[src/rtl/imem_loader.sv]
// imem_loader: loads a length-prefixed byte stream into instruction memory as big-endian words.
// Optional trailer checksum is compiled in when IMEM_LOADER_CHECKSUM_EN is defined.
module imem_loader #(
    parameter int ADDR_W = 8
) (
    input  logic        clk,
    input  logic        rst,
    input  logic        start,
    input  logic [7:0]  byte_in,
    input  logic        byte_valid,
    output logic        byte_ready,
    output logic        wr_en,
    output logic [31:0] wr_addr,
    output logic [31:0] wr_data,
    output logic        cpu_hold,
    output logic        busy,
    output logic        done,
    output logic        err,
    output logic [15:0] word_count
);
    typedef enum logic [2:0] {
        IDLE,
        LEN_HI,
        LEN_LO,
        DATA,
        WRITE,
`ifdef IMEM_LOADER_CHECKSUM_EN
        CHK,
`endif
        DONE,
        ERR
    } state_t;

    localparam logic [16:0] MAX_WORDS = 17'(1) << ADDR_W;

`ifdef IMEM_LOADER_CHECKSUM_EN
    localparam state_t FINISH = CHK;
`else
    localparam state_t FINISH = DONE;
`endif

    state_t            r_state;
    state_t            w_nxt;
    logic [15:0]       r_len;
    logic [23:0]       r_shift;
    logic [1:0]        r_idx;
    logic              w_xfer;
    logic [15:0]       w_len;
    logic [15:0]       w_cnt_inc;
    logic [ADDR_W+1:0] w_addr_inc;
`ifdef IMEM_LOADER_CHECKSUM_EN
    logic [7:0]        r_csum;
`endif

    assign w_xfer     = byte_valid & byte_ready;
    assign w_len      = {r_len[15:8], byte_in};
    assign w_cnt_inc  = word_count + 16'd1;
    assign w_addr_inc = wr_addr[ADDR_W+1:0] + (ADDR_W+2)'(4);

    function automatic logic is_recv(input state_t s);
        logic r;
        r = (s == LEN_HI) || (s == LEN_LO) || (s == DATA);
`ifdef IMEM_LOADER_CHECKSUM_EN
        r = r || (s == CHK);
`endif
        return r;
    endfunction

    always_comb begin
        w_nxt = r_state;
        case (r_state)
            IDLE, DONE, ERR: if (start) w_nxt = LEN_HI;
            LEN_HI:          if (w_xfer) w_nxt = LEN_LO;
            LEN_LO: begin
                if (w_xfer) begin
                    if (w_len == 16'd0)                w_nxt = FINISH;
                    else if ({1'b0, w_len} > MAX_WORDS) w_nxt = ERR;
                    else                                w_nxt = DATA;
                end
            end
            DATA:            if (w_xfer && (r_idx == 2'd3)) w_nxt = WRITE;
            WRITE:           w_nxt = (w_cnt_inc == r_len) ? FINISH : DATA;
`ifdef IMEM_LOADER_CHECKSUM_EN
            CHK:             if (w_xfer) w_nxt = (byte_in == r_csum) ? DONE : ERR;
`endif
            default:         w_nxt = IDLE;
        endcase
    end

    // Outputs are registered from the next state so they line up with r_state.
    always_ff @(posedge clk) begin
        if (rst) begin
            r_state    <= IDLE;
            byte_ready <= 1'b0;
            wr_en      <= 1'b0;
            wr_addr    <= '0;
            wr_data    <= '0;
            cpu_hold   <= 1'b1;
            busy       <= 1'b0;
            done       <= 1'b0;
            err        <= 1'b0;
            word_count <= '0;
            r_idx      <= '0;
`ifdef IMEM_LOADER_CHECKSUM_EN
            r_csum     <= '0;
`endif
        end else begin
            r_state    <= w_nxt;
            byte_ready <= is_recv(w_nxt);
            wr_en      <= (w_nxt == WRITE);
            busy       <= !((w_nxt == IDLE) || (w_nxt == DONE) || (w_nxt == ERR));
            done       <= (w_nxt == DONE);
            err        <= (w_nxt == ERR);
            cpu_hold   <= (w_nxt != DONE);
            case (r_state)
                IDLE, DONE, ERR: begin
                    if (start) begin
                        word_count <= '0;
                        wr_addr    <= '0;
                        r_idx      <= '0;
`ifdef IMEM_LOADER_CHECKSUM_EN
                        r_csum     <= '0;
`endif
                    end
                end
                LEN_HI: if (w_xfer) r_len[15:8] <= byte_in;
                LEN_LO: if (w_xfer) r_len[7:0]  <= byte_in;
                DATA: begin
                    if (w_xfer) begin
                        r_shift <= {r_shift[15:0], byte_in};
                        r_idx   <= r_idx + 2'd1;
`ifdef IMEM_LOADER_CHECKSUM_EN
                        r_csum  <= r_csum ^ byte_in;
`endif
                        if (r_idx == 2'd3) wr_data <= {r_shift, byte_in};
                    end
                end
                // Address wraps within the memory span; the length check keeps writes in range.
                WRITE: begin
                    wr_addr    <= 32'(w_addr_inc);
                    word_count <= w_cnt_inc;
                end
                default: ;
            endcase
        end
    end
endmodule

[config.mk]
export PLATFORM = sky130hd
export DESIGN_NAME = imem_loader
export DESIGN_NICKNAME = d
export VERILOG_FILES = /design/src/rtl/imem_loader.sv
export SDC_FILE = /design/constraint.sdc
export NUM_CORES = 1
export LEC_CHECK = 0
export ABC_AREA = 1
export CAP_MARGIN = 0
export CORE_ASPECT_RATIO = 1.1
export CORE_MARGIN = 2
export CORE_UTILIZATION = 50
export DETAILED_ROUTE_END_ITERATION = 8
export GPL_TIMING_DRIVEN = 0
export PLACE_DENSITY = 0.82
export SETUP_SLACK_MARGIN = 0.4
export SYNTH_ARGS = -nofsm -noshare
export SYNTH_HDL_FRONTEND = slang
export SYNTH_SLANG_ARGS = --single-unit
[constraint.sdc]
create_clock -name clk -period 2.54 [get_ports clk]
set_clock_uncertainty 0.1 [all_clocks]
set_input_delay 0.381 -clock clk [delete_from_list [all_inputs] [get_ports clk]]
set_output_delay 0.381 -clock clk [all_outputs]
set_load 0.1 [all_outputs]
* Word-level counts from Yosys, hierarchy flattened
Cells that the tools add are included.
** Cells by class
- Equal/unequal tests :: 17
- Bitwise gates (word level) :: 2
- Mux-type cells :: 15
- $lt $le $gt $ge :: 1
- Reduce and logical (&&, ||, !) cells :: 18
- Add/sub/neg operators :: 3
** Operators by type and width (number)
- $pmux 32 s2 :: 1
- $mux 32 :: 1
- $pmux 16 s2 :: 1
- $mux 3 :: 7
- $eq 3x3->1 const B :: 6
- $add 16x1->16 const B :: 1
- $eq 16x16->1 :: 1
- $gt 16x9->1 const B :: 1
- $logic_not 16->1 :: 1
- $mux 16 :: 1
- $pmux 3 s5 :: 1
- $reduce_and 3->1 :: 5
- $eq 3x2->1 const B :: 4
- $add 10x3->10 const B :: 1
- $eq 3x1->1 const B :: 2
- $logic_not 3->1 :: 2
- $logic_or 1x1->1 :: 4
- $mux 2 :: 2
- $ne 2x2->1 const B :: 2
- $pmux 2 s2 :: 1
- $reduce_bool 2->1 :: 2
- $ne 3x3->1 const B :: 1
- $reduce_or 3->1 :: 1
- $add 2x1->2 const B :: 1
- other kinds (6) :: 6
** Word-level totals
- Bits of input ports :: 12
- Output and inout bits :: 86
- Register bits after elaboration :: 131
- Logic and storage cells :: 70

* Depth between registers and ports, before layout
Gate-level depths: netlist of the first run.
- Depth in word-level cells :: 9
- Depth in mapped cells :: 19
- Mapped depth without buffers :: 19

* Worst setup path before layout of the first run
No wires, ideal clock.
- Path kind :: reg2reg
- Start point :: register byte_ready
- End point :: register r_shift[0], enable pin
- Cell stages (with the launch flop) :: 5
- Clock period less this slack :: 2.951 ns
- Data required time :: 2.034 ns
- Path buffers :: 0
- Setup time :: 0.406 ns
- Slack :: -0.411 ns
- Arrival :: 2.445 ns
- Cell sequence :: dfxtp_1 > nand2_1 > nor2_1 > inv_1 > nor2_1
** Between the ends
- Longest elaborated chain between the ends :: 2
** RTL lines
- from (decl) :: line 11 : output logic byte_ready,
- from (signal assigned) :: line 109 : byte_ready <= is_recv(w_nxt);
- $and 1x1->1 :: line 55 : assign w_xfer = byte_valid & byte_ready;
- $reduce_and 3->1 (no source line)
- to (signal assigned) :: line 130 : r_shift <= {r_shift[15:0], byte_in};
- to (decl) :: line 45 : logic [23:0] r_shift;
Every way passes these cells.
A chain may end at the register's enable or synchronous reset.

* Final worst setup path of the first run
- Start point :: register word_count[0]
- End point :: register busy
** Between the ends
- Longest elaborated chain between the ends :: 8
- Elaborated cells on any way between the ends :: 10
- Those cells by class :: 1 x add/sub; 3 x eq/ne; 2 x mux; 4 x reduce/logical
** RTL lines
- from (decl) :: line 19 : output logic [15:0] word_count
- from (signal assigned) :: line 141 : word_count <= w_cnt_inc;
- $add 16x1->16 (*) :: line 57 : assign w_cnt_inc = word_count + 16'd1;
- $eq 16x16->1 (*) :: line 82 : WRITE: w_nxt = (w_cnt_inc == r_len) ? FINISH : DATA;
- $mux 3 (*) :: line 82
- $pmux 3 s5 (*) :: line 71 : case (r_state)
- $eq 3x3->1 or $logic_not 3->1 (tied branches) :: line 111 : busy <= !((w_nxt == IDLE) || (w_nxt == DONE) || (w_nxt == ERR));
- $logic_or 1x1->1 :: line 111
- $logic_or 1x1->1 (*) :: line 111
- $logic_not 1->1 (*) :: line 111
- to (signal assigned) :: line 111
- to (decl) :: line 16 : output logic busy,
Every way passes the cells marked *; elsewhere a longest branch is shown, timed or not.

==> results.cfg, run 1 <==
[worst_setup_path]
reg2reg_from = word_count[0]
setup.reg_to_reg.worst_slack_ns = 0.28
path_class = flop to flop
critical-path-top-delay-family = simple AND/OR/NAND/NOR gates
cp_data_required_time_ns = 2.72
critical_path_arrival_ns = 2.44
critical-path-top-cell-by-count = nand2_1
worst_path_max_delay_cell = dfxtp_4
setup.worst_path.start_class = flop
worstPathBufferInverterCount = 1
cp_cell_sequence = ha_4 -> nand2_4 -> nor2_4 -> nand4_1 -> nand2_2 -> nand2_1 -> nand2_1 -> nand3_2 -> nor2_2 -> nand3_2 -> nand2_4 -> nand3_4 -> nand2_1 -> nand2_1 -> inv_1 -> nor2_1
crit_path_end_kind = flop
worst_path_max_stage_delay_ns = 0.42
crit_fanout = 7
regToRegEndpoint = busy
rr_worst_depth = 16

[logic_synthesis]
syn_area_um2 = 4950
synthesis.yosys.warnings = 0
synth_top_cell_area_share_pct = 27.1
synthDistinctLibCells = 32
netlist.top_cell.by_area = dfxtp_1
synth.area.top_cells = dfxtp_1 27%, edfxtp_1 24%, nand2_1 9.5%
ys_seq_elements = 107
yosysSeqAreaShare_pct = 51.4
synth_area_per_cell_um2 = 7.98
synthCells = 620

[detailed_routing]
routed_wire_length_per_instance_um = 14.8
via_count = 4603
drt_wl_total_um = 12700
drt_iter0_drc = 214
route.detailed.drc = 0
1st_pass_router_iterations = 4
post_dr_vias_cell = 5.34
antenna_violating_nets_post_route = 0

[clocking]
cts_tree = yes
ctsRootBufferMaster = clkbuf_8
cts.path.max_buffers = 2
clk_latency_ns = 0.38
clk_pin_slew_ns = 0.12
cts_buffers = 9
clock-sinks = 107
ctsHtreeMaxLevel = 3

[sta]
report.final.hold_viol_count = 0
setup_tns_ns = 0
grt_setup_unrepaired = true
actual_slew_at_the_worst_max_slew_pin_ns = 0.996
fin_crit_sh_pct = 89.1
setup-violations-final = 0
fin_max_slew_vios = 0
timing.hold.ws_ns = 0.360
maxClockFrequency_ghz = 0.442
final_worst_path_period_need_ns = 2.26
max-slew-margin-rel_pct = 33.9

[floorplan]
io-pin-count = 98
coreArea_um2 = 9750
floorplan.rows = 38
die-height_um = 108
floorplan.die_area_um2 = 10700
initial_cell_density_of_the_core_pct = 50.7
floorplan.die.width_um = 98.8

[hold_path]
min_path_type = flop to flop
holdCritStartpoint = r_shift[5]
min_path_cells = 0
min_to = r_shift[13]

[grt]
grt_usage_pct = 24.0
antenna_found_initial = 0
grt.overflow.total = 0
grt_start_max_net_pins = 26
grt_first_pass_wirelength_um = 20500
number_of_global_route_vias_before_repair = 4391

[layout]
p_r_area_growth_vs_syn_pct = 28.2
antennaDiodeCount = 0
ratio_of_cells_with_drive_above_1_in_the_final_layout_pct = 17.8
finalNetCount = 752
num-fill-cells = 832
final_core_utilization_pct = 65.0
multi_input_area_um2 = 2210
instances_no_fill = 862
seqCellArea_um2 = 2590

[outcome]
status = finished clean

[placed_design]
gp_congestion = 0.943
place_inst = 836
io_buffers = 73
post-dp-hpwl_um = 9330

[pwr]
p_leak_nw = 2.74
power.density_nw_per_um2 = 518
maximum_vdd_drop_mv = 0.413
fin_total_pwr_mw = 3.28

[job]
drv.max_cap_violation_count = 0
cells in the final DEF (no fill, tap or decap), types with 12 or more instances in the layout:
cell / netlist / routed
nor2_1: 107 / 95
clkbuf_1: 16 / 14
nand2_1: 125 / 115
conb_1: 1 / 24
dfxtp_1: 67 / 50
dlygate4sd2_1: 0 / 40
o21ai_0: 46 / 45
buf_4: 24 / 34
clkdlybuf4s15_1: 0 / 12
nand4_1: 12 / 12
nand3_1: 61 / 52
nand2_2: 4 / 12
a21oi_1: 26 / 26
inv_1: 53 / 53
edfxtp_1: 40 / 40
cells in the mapped netlist:
cell / number
a21oi_1: 26
a21oi_2: 1
a221oi_1: 2
a41oi_1: 1
buf_1: 1
buf_4: 24
clkbuf_1: 16
clkinv_2: 1
conb_1: 1
dfxtp_1: 67
edfxtp_1: 40
ha_1: 3
inv_1: 53
inv_2: 2
nand2_1: 125
nand2_2: 4
nand2_4: 1
nand3_1: 61
nand3_2: 1
nand3b_1: 4
nand4_1: 12
nor2_1: 107
nor2_2: 4
nor2_4: 5
nor3_1: 2
nor3_2: 1
nor4_1: 1
o21ai_0: 46
o21ai_1: 2
xnor2_1: 3
xnor3_1: 1
xor2_1: 2
timing repair:
| item | in CTS | in global routing |
|---|---|---|
| gates cloned | 0 | 0 |
| pin swaps | 22 | 18 |
| buffers inserted | 4 | 6 |
| resized for setup | 91 | 45 |
| hold buffers | 0 | 0 |
| setup endpoints to repair | 83 | 70 |
through the flow:
stage / worst slack, ns / cell area, um2
5_1_grt: 0.147 / 6340
2_1_floorplan: 0.394 / 5110
3_3_place_gp: -0.183 / 5990
4_1_cts: 0.297 / 6200
3_5_place_dp: -0.195 / 5990
6_report: 0.277 / 6340
worst max-delay path by stage:
stage | start | end | slack, ns | cells after the start
after CTS | word_count[0] | cpu_hold | 0.30 | 14
after floorplan | word_count[0] | busy | 0.39 | 16
after global placement | rst | r_len[1] | -0.18 | 4
after global routing | word_count[0] | busy | 0.15 | 17
after detailed placement | rst | r_len[1] | -0.19 | 4
final | word_count[0] | busy | 0.28 | 16
metal layers:
layer	wire, um	share of wire, %	GRT usage [%]	up-vias
li1	-	-	-	2222
met1	4980	39	27.9	2150
met2	6310	50	42.0	201
met3	1040	8.1	5.82	30
met4	408	3.2	10.7	0
met5	0	0	0	-
layout make-up:
| class | instances | share of cell area, % |
|---|---|---|
| Sequential cell | 107 | 40.9 |
| Tap cell | 120 | 2.37 |
| Inverter | 56 | 3.34 |
| Clock inverter | 7 | 1.24 |
| Clock buffer | 9 | 1.95 |
| Timing Repair Buffer | 83 | 11.5 |
| Multi-Input combinational cell | 439 | 34.8 |
| Buffer | 41 | 3.89 |
state kept, by name, indices dropped and copies added (netlist names), 2 cells and up:
register    flops
r_idx           2
r_len          16
r_shift        24
r_state         3
word_count     16
wr_addr         8
wr_data        32
logic make-up (layout without fill, tap and decap cells):
logic type,count (synthesis),count (layout),synth area share [%]
flops,107,107,51.4
fa+ha+maj,3,3,0.759
xor+xnor,6,6,1.34
buf+inv,97,196,9.21
other cells,1,24,0.0758
compound gates,78,78,8.20
simple gates,328,328,29.0
report_power, final:
group          leakage (nW)  total [mW]  switching [mW]  internal [mW]
sequential            0.912        1.79          0.0104           1.78
combinational          1.73       0.443           0.349         0.0941
clock                 0.102        1.05           0.661          0.393
Note: power is estimated with default switching activity, not from simulation.
==> run 2, diff against run 1 <==
--- a/config.mk
+++ b/config.mk
@@ -8,10 +8,8 @@
 export ABC_AREA = 1
 export CAP_MARGIN = 0
 export CORE_ASPECT_RATIO = 1.1
-export CORE_MARGIN = 2
 export CORE_UTILIZATION = 50
 export DETAILED_ROUTE_END_ITERATION = 8
-export GPL_TIMING_DRIVEN = 0
 export PLACE_DENSITY = 0.82
 export SETUP_SLACK_MARGIN = 0.4
 export SYNTH_ARGS = -nofsm -noshare
==> run 2 against run 1 <==
Critical path depth grew 1; combinational power shrank 5.6%; final cell count down 4.2%; clock power barely moved; wire length is 6.4% lower; power decreased by 0.72%; core utilization fell by 1.9 points; maximum frequency is 2.6% higher; sequential share of layout area is 2.3 points higher; die area shrank 3.8%.
==> results.cfg, run 2 (synthesis results as in run 1) <==
[grt]
met2_usage_grt_pct = 39.8
met1_usage_pct = 29.4
grt-busiest-layer = met2
grt_first_pass_wirelength_um = 19000
grt.overflow.total = 0
grt_usage_pct = 23.3
grt_util_met3_pct = 4.93
number_of_global_route_vias_before_repair = 4002
antenna_found_initial = 0
grt_start_max_net_pins = 32

[sta]
final_worst_path_period_need_ns = 2.21
setup-violations-final = 0
timing.hold.ws_ns = 0.356
maxClockFrequency_ghz = 0.453
grt_setup_unrepaired = true
fin_max_slew_vios = 0
setup_tns_ns = 0
fin_crit_sh_pct = 86.9
report.final.hold_viol_count = 0

[worst_setup_path]
setup.worst_path.start_class = flop
worst_path_max_delay_cell = dfxtp_4
crit_path_end_kind = flop
cp_cell_sequence = ha_4 -> nand2_4 -> nor2_4 -> buf_6 -> nand2_4 -> nand3b_1 -> nand2_1 -> nor2_1 -> nand2_1 -> nor2_2 -> nand3_1 -> nor2_2 -> nand2_1 -> nand2_2 -> nand3_2 -> nand2_1 -> nor2_1
critical_path_arrival_ns = 2.38
worst_path_max_stage_delay_ns = 0.39
cp_data_required_time_ns = 2.71
path_class = flop to flop
critical-path-top-cell-by-count = nand2_1
crit_fanout = 7

[hold_path]
min_path_type = flop to flop

[detailed_routing]
post_dr_vias_cell = 5.33
routed_wire_length_per_instance_um = 14.4
1st_pass_router_iterations = 5
drt_iter0_drc = 322
route.detailed.drc = 0
via_count = 4402
antenna_violating_nets_post_route = 0
drt_wl_total_um = 11900

[layout]
seqCellArea_um2 = 2590
multi_input_area_um2 = 2130
antennaDiodeCount = 0
finalNetCount = 719
reg_top3 = wr_data: 32 flops, r_shift: 24 flops
p_r_area_growth_vs_syn_pct = 21.2
ratio_of_cells_with_drive_above_1_in_the_final_layout_pct = 20.7
instances_no_fill = 826
top_register = wr_data
most-common-layout-cells = 120 x nand2_1, 102 x nor2_1, 79 x buf_4, 58 x nand3_1, 53 x inv_1
largest_register_ff_count = 32
num-fill-cells = 748
final_common_cell = nand2_1

[placed_design]
place_inst = 807
gp_congestion = 0.925
io_buffers = 73
post-dp-hpwl_um = 8670

[floorplan]
floorplan.rows = 37
initial_cell_density_of_the_core_pct = 52.1
die-height_um = 106
io-pin-count = 98
floorplan.die.width_um = 96.8
floorplan.die_area_um2 = 10300
coreArea_um2 = 9490

[clocking]
cts_buffers = 9
ctsRootBufferMaster = clkbuf_8
ctsHtreeMaxLevel = 3
clk_pin_slew_ns = 0.11
clock-sinks = 107
clk_latency_ns = 0.38
cts_tree = yes
cts.path.max_buffers = 2

[pwr]
maximum_vdd_drop_mv = 0.484
power.density_nw_per_um2 = 544
p_leak_nw = 2.56

[job]
drv.max_cap_violation_count = 0

[outcome]
status = finished clean
-- run 2: cell count changes in the layout (fill, tap and decap cells not counted), sizes merged --
| cell | before | now |
|---|---|---|
| buf | 35 | 80 |
| clkbuf | 31 | 11 |
| clkdlybuf4s15 | 16 | 0 |
| dlygate4sd2 | 40 | 0 |
| inv | 59 | 57 |
-- run 2: worst max-delay path, delay by kind of cell (launching register included) --
kind,cells,cell delay (ns)
and+or+nand+nor,15,1.34
DFF,1,0.39
adders and majority gates,1,0.16
buffers and inverters,1,0.13
-- run 2: stage by stage --
stage	setup slack (ns)	total power [mW]	util [%]	instance area (um2)
2_1_floorplan	0.394	2.17	-	5110
3_3_place_gp	0.247	2.22	60.1	5700
3_5_place_dp	0.139	2.22	60.1	5700
4_1_cts	0.397	3.25	62.5	5930
5_1_grt	0.133	3.38	63.2	6000
6_report	0.334	3.26	63.2	6000
-- run 2: path summary, 6_finish.rpt --
check,start,endpoint,slack (ns),depth (start not counted)
worst max-delay path,word_count[0],busy,0.33,17
worst min-delay path,r_shift[4],r_shift[12],0.36,0
worst max register to register,word_count[0],busy,0.33,17
worst min register to register,r_shift[4],r_shift[12],0.36,0
-- run 2: final cells by class --
cell class | instances | area share, %
clock buffer | 11 | 2.55
clock inverter | 5 | 0.897
inverter | 56 | 3.53
multi-input combinational | 439 | 35.5
sequential | 107 | 43.2
tap | 117 | 2.44
timing repair buffer | 91 | 11.9
-- run 2: repair_timing --
action / CTS / global route
pin swaps: 2 / 15
buffers inserted: 2 / 1
gates resized for setup: 3 / 14
hold buffers: 0 / 0
setup endpoints to repair: 4 / 7
-- run 2: power breakdown --
| group | internal (mW) | switching [mW] | total, mW |
|---|---|---|---|
| clock | 0.440 | 0.615 | 1.05 |
| sequential | 1.78 | 0.0110 | 1.79 |
| combinational | 0.0763 | 0.342 | 0.418 |
| total | 2.29 | 0.968 | 3.26 |
-- run 2: per-layer routing --
metal  wire [um]  vias to the layer above
met5           0                        -
met4         250                        0
met3         723                       25
met2        5840                      188
met1        5120                     2037
li1            -                     2152
==> run 3, diff against run 2 <==
--- a/config.mk
+++ b/config.mk
@@ -8,9 +8,10 @@
 export ABC_AREA = 1
 export CAP_MARGIN = 0
 export CORE_ASPECT_RATIO = 1.1
-export CORE_UTILIZATION = 50
+export CORE_UTILIZATION = 24
+export CTS_CLUSTER_DIAMETER = 150
 export DETAILED_ROUTE_END_ITERATION = 8
-export PLACE_DENSITY = 0.82
+export PLACE_DENSITY = 0.47
 export SETUP_SLACK_MARGIN = 0.4
 export SYNTH_ARGS = -nofsm -noshare
 export SYNTH_HDL_FRONTEND = slang
==> run 3 against run 2 <==
Hold slack lost 0.00051 ns; first-iteration DRC count shrank 31%; core utilization decreased by 31 points.
==> results.cfg, run 3 (synthesis results as in run 1) <==
[outcome]
status = finished clean

[detailed_routing]
post_dr_vias_cell = 4.35
routed_wire_length_per_instance_um = 13.8
1st_pass_router_iterations = 6
via_count = 4209
route.detailed.drc = 0
antenna_violating_nets_post_route = 0
drt_iter0_drc = 223
drt_wl_total_um = 13400

[sta]
maxClockFrequency_ghz = 0.457
grt_setup_unrepaired = true
report.final.hold_viol_count = 0
final_worst_path_period_need_ns = 2.19
setup_tns_ns = 0
fin_crit_sh_pct = 86.2
setup-violations-final = 0
fin_max_slew_vios = 0

[clocking]
hold_buffers = 0
ctsHtreeMaxLevel = 3
ctsRootBufferMaster = clkbuf_16
cts_buffers = 9
clock-sinks = 107
clk_latency_ns = 0.36
cts.path.max_buffers = 2
clk_pin_slew_ns = 0.08
cts_tree = yes

[worst_setup_path]
rr_worst_depth = 14
setup.worst_path.start_class = flop
crit_fanout = 7
critical_path_arrival_ns = 2.34
reg2reg_from = word_count[1]
crit_path_end_kind = flop
cp_data_required_time_ns = 2.69
regToRegEndpoint = cpu_hold
path_class = flop to flop
setup.reg_to_reg.worst_slack_ns = 0.35

[job]
drv.max_cap_violation_count = 0

[placed_design]
dpl-instance-area_um2 = 5920
io_buffers = 73
post-dp-hpwl_um = 9810
gp_congestion = 0.789

[layout]
most-common-layout-cells = 113 x nand2_1, 98 x nor2_1, 84 x buf_4, 55 x nand3_1, 53 x inv_1
final_common_cell = nand2_1
antennaDiodeCount = 0
seqCellArea_um2 = 2590
ratio_of_cells_with_drive_above_1_in_the_final_layout_pct = 23.4
p_r_area_growth_vs_syn_pct = 28.9
num-fill-cells = 2144
finalNetCount = 725
multi_input_area_um2 = 2180
top_register = wr_data
final_core_utilization_pct = 31.9
reg_top3 = wr_data: 32 flops, r_shift: 24 flops
largest_register_ff_count = 32
post-route-cell-area_um2 = 6380

[floorplan]
initial_cell_density_of_the_core_pct = 24.7
floorplan.die_area_um2 = 21200
floorplan.rows = 54
die-height_um = 153
coreArea_um2 = 20000
io-pin-count = 98
floorplan.die.width_um = 139

[pwr]
maximum_vdd_drop_mv = 0.350
fin_total_pwr_mw = 3.63
p_leak_nw = 2.62
power.density_nw_per_um2 = 569

[grt]
grt_first_pass_wirelength_um = 21600
number_of_global_route_vias_before_repair = 4047
grt_usage_pct = 13.1
antenna_found_initial = 0
grt_start_max_net_pins = 35
grt.overflow.total = 0

[hold_path]
holdCritStartpoint = r_shift[8]
min_path_type = flop to flop
min_to = r_shift[16]
min_path_cells = 0
==> run 3: cell types whose count changed in the layout (fill, tap and decap cells not counted), sizes merged <==
cell and delta:
clkinv +2, clkbuf -2, buf +6
==> run 3: worst max-delay path by stage <==
| stage | start | to | depth (start not counted) |
|---|---|---|---|
| final | word_count[1] | cpu_hold | 14 |
| after global routing | word_count[1] | cpu_hold | 16 |
| after CTS | word_count[0] | cpu_hold | 14 |
| after detailed placement | byte_in[2] | busy | 12 |
| after global placement | byte_in[7] | busy | 12 |
| after floorplan | word_count[0] | busy | 16 |
==> run 3: what timing repair did <==
| action | CTS | global route |
|---|---|---|
| endpoints found under the hold margin | 0 | 0 |
| gates resized for setup | 8 | 25 |
| setup endpoints to repair | 4 | 7 |
| setup buffers | 3 | 3 |
| pin swaps | 19 | 13 |
==> run 3: layer usage <==
layer	GRT usage [%]	up-vias	wire length (um)
met5	0	-	0
met4	4.92	0	188
met3	3.46	11	662
met2	21.2	99	6160
met1	16.8	1925	6360
li1	-	2174	-
==> run 3: critical path, cell delays in order (launching register included) <==
cell and delay, ns:
dfxtp_4 0.38, ha_4 0.15, nand2_4 0.06, nor2_4 0.23
nand4_1 0.22, nand2_2 0.13, nand2_1 0.05, nand2_1 0.05
nand3_1 0.06, nor2_1 0.10, nand3_1 0.09, nand2_2 0.11
nand3_2 0.11, nor3_4 0.20, inv_2 0.04
==> run 3: per-stage QoR <==
step           setup WS, ns  instances  hold slack (ns)
3_5_place_dp          0.226        945            0.337
4_1_cts               0.387        964            0.358
5_1_grt               0.149        967            0.373
2_1_floorplan         0.394        643            0.327
3_3_place_gp          0.263        945            0.334
6_report              0.350        967            0.355
==> run 3: power breakdown <==
part / internal (mW) / switching, mW / leakage [nW]
Combinational: 0.0804 / 0.346 / 1.57
Clock: 0.694 / 0.722 / 0.145
Sequential: 1.78 / 0.0117 / 0.912
==> run 3: cell type report <==
class	count	area share [%]
clock buffer	9	3.53
timing repair buffer	97	12.2
multi-input combinational	439	34.2
tap	252	4.94
clock inverter	7	1.16
inverter	56	3.32
sequential	107	40.6
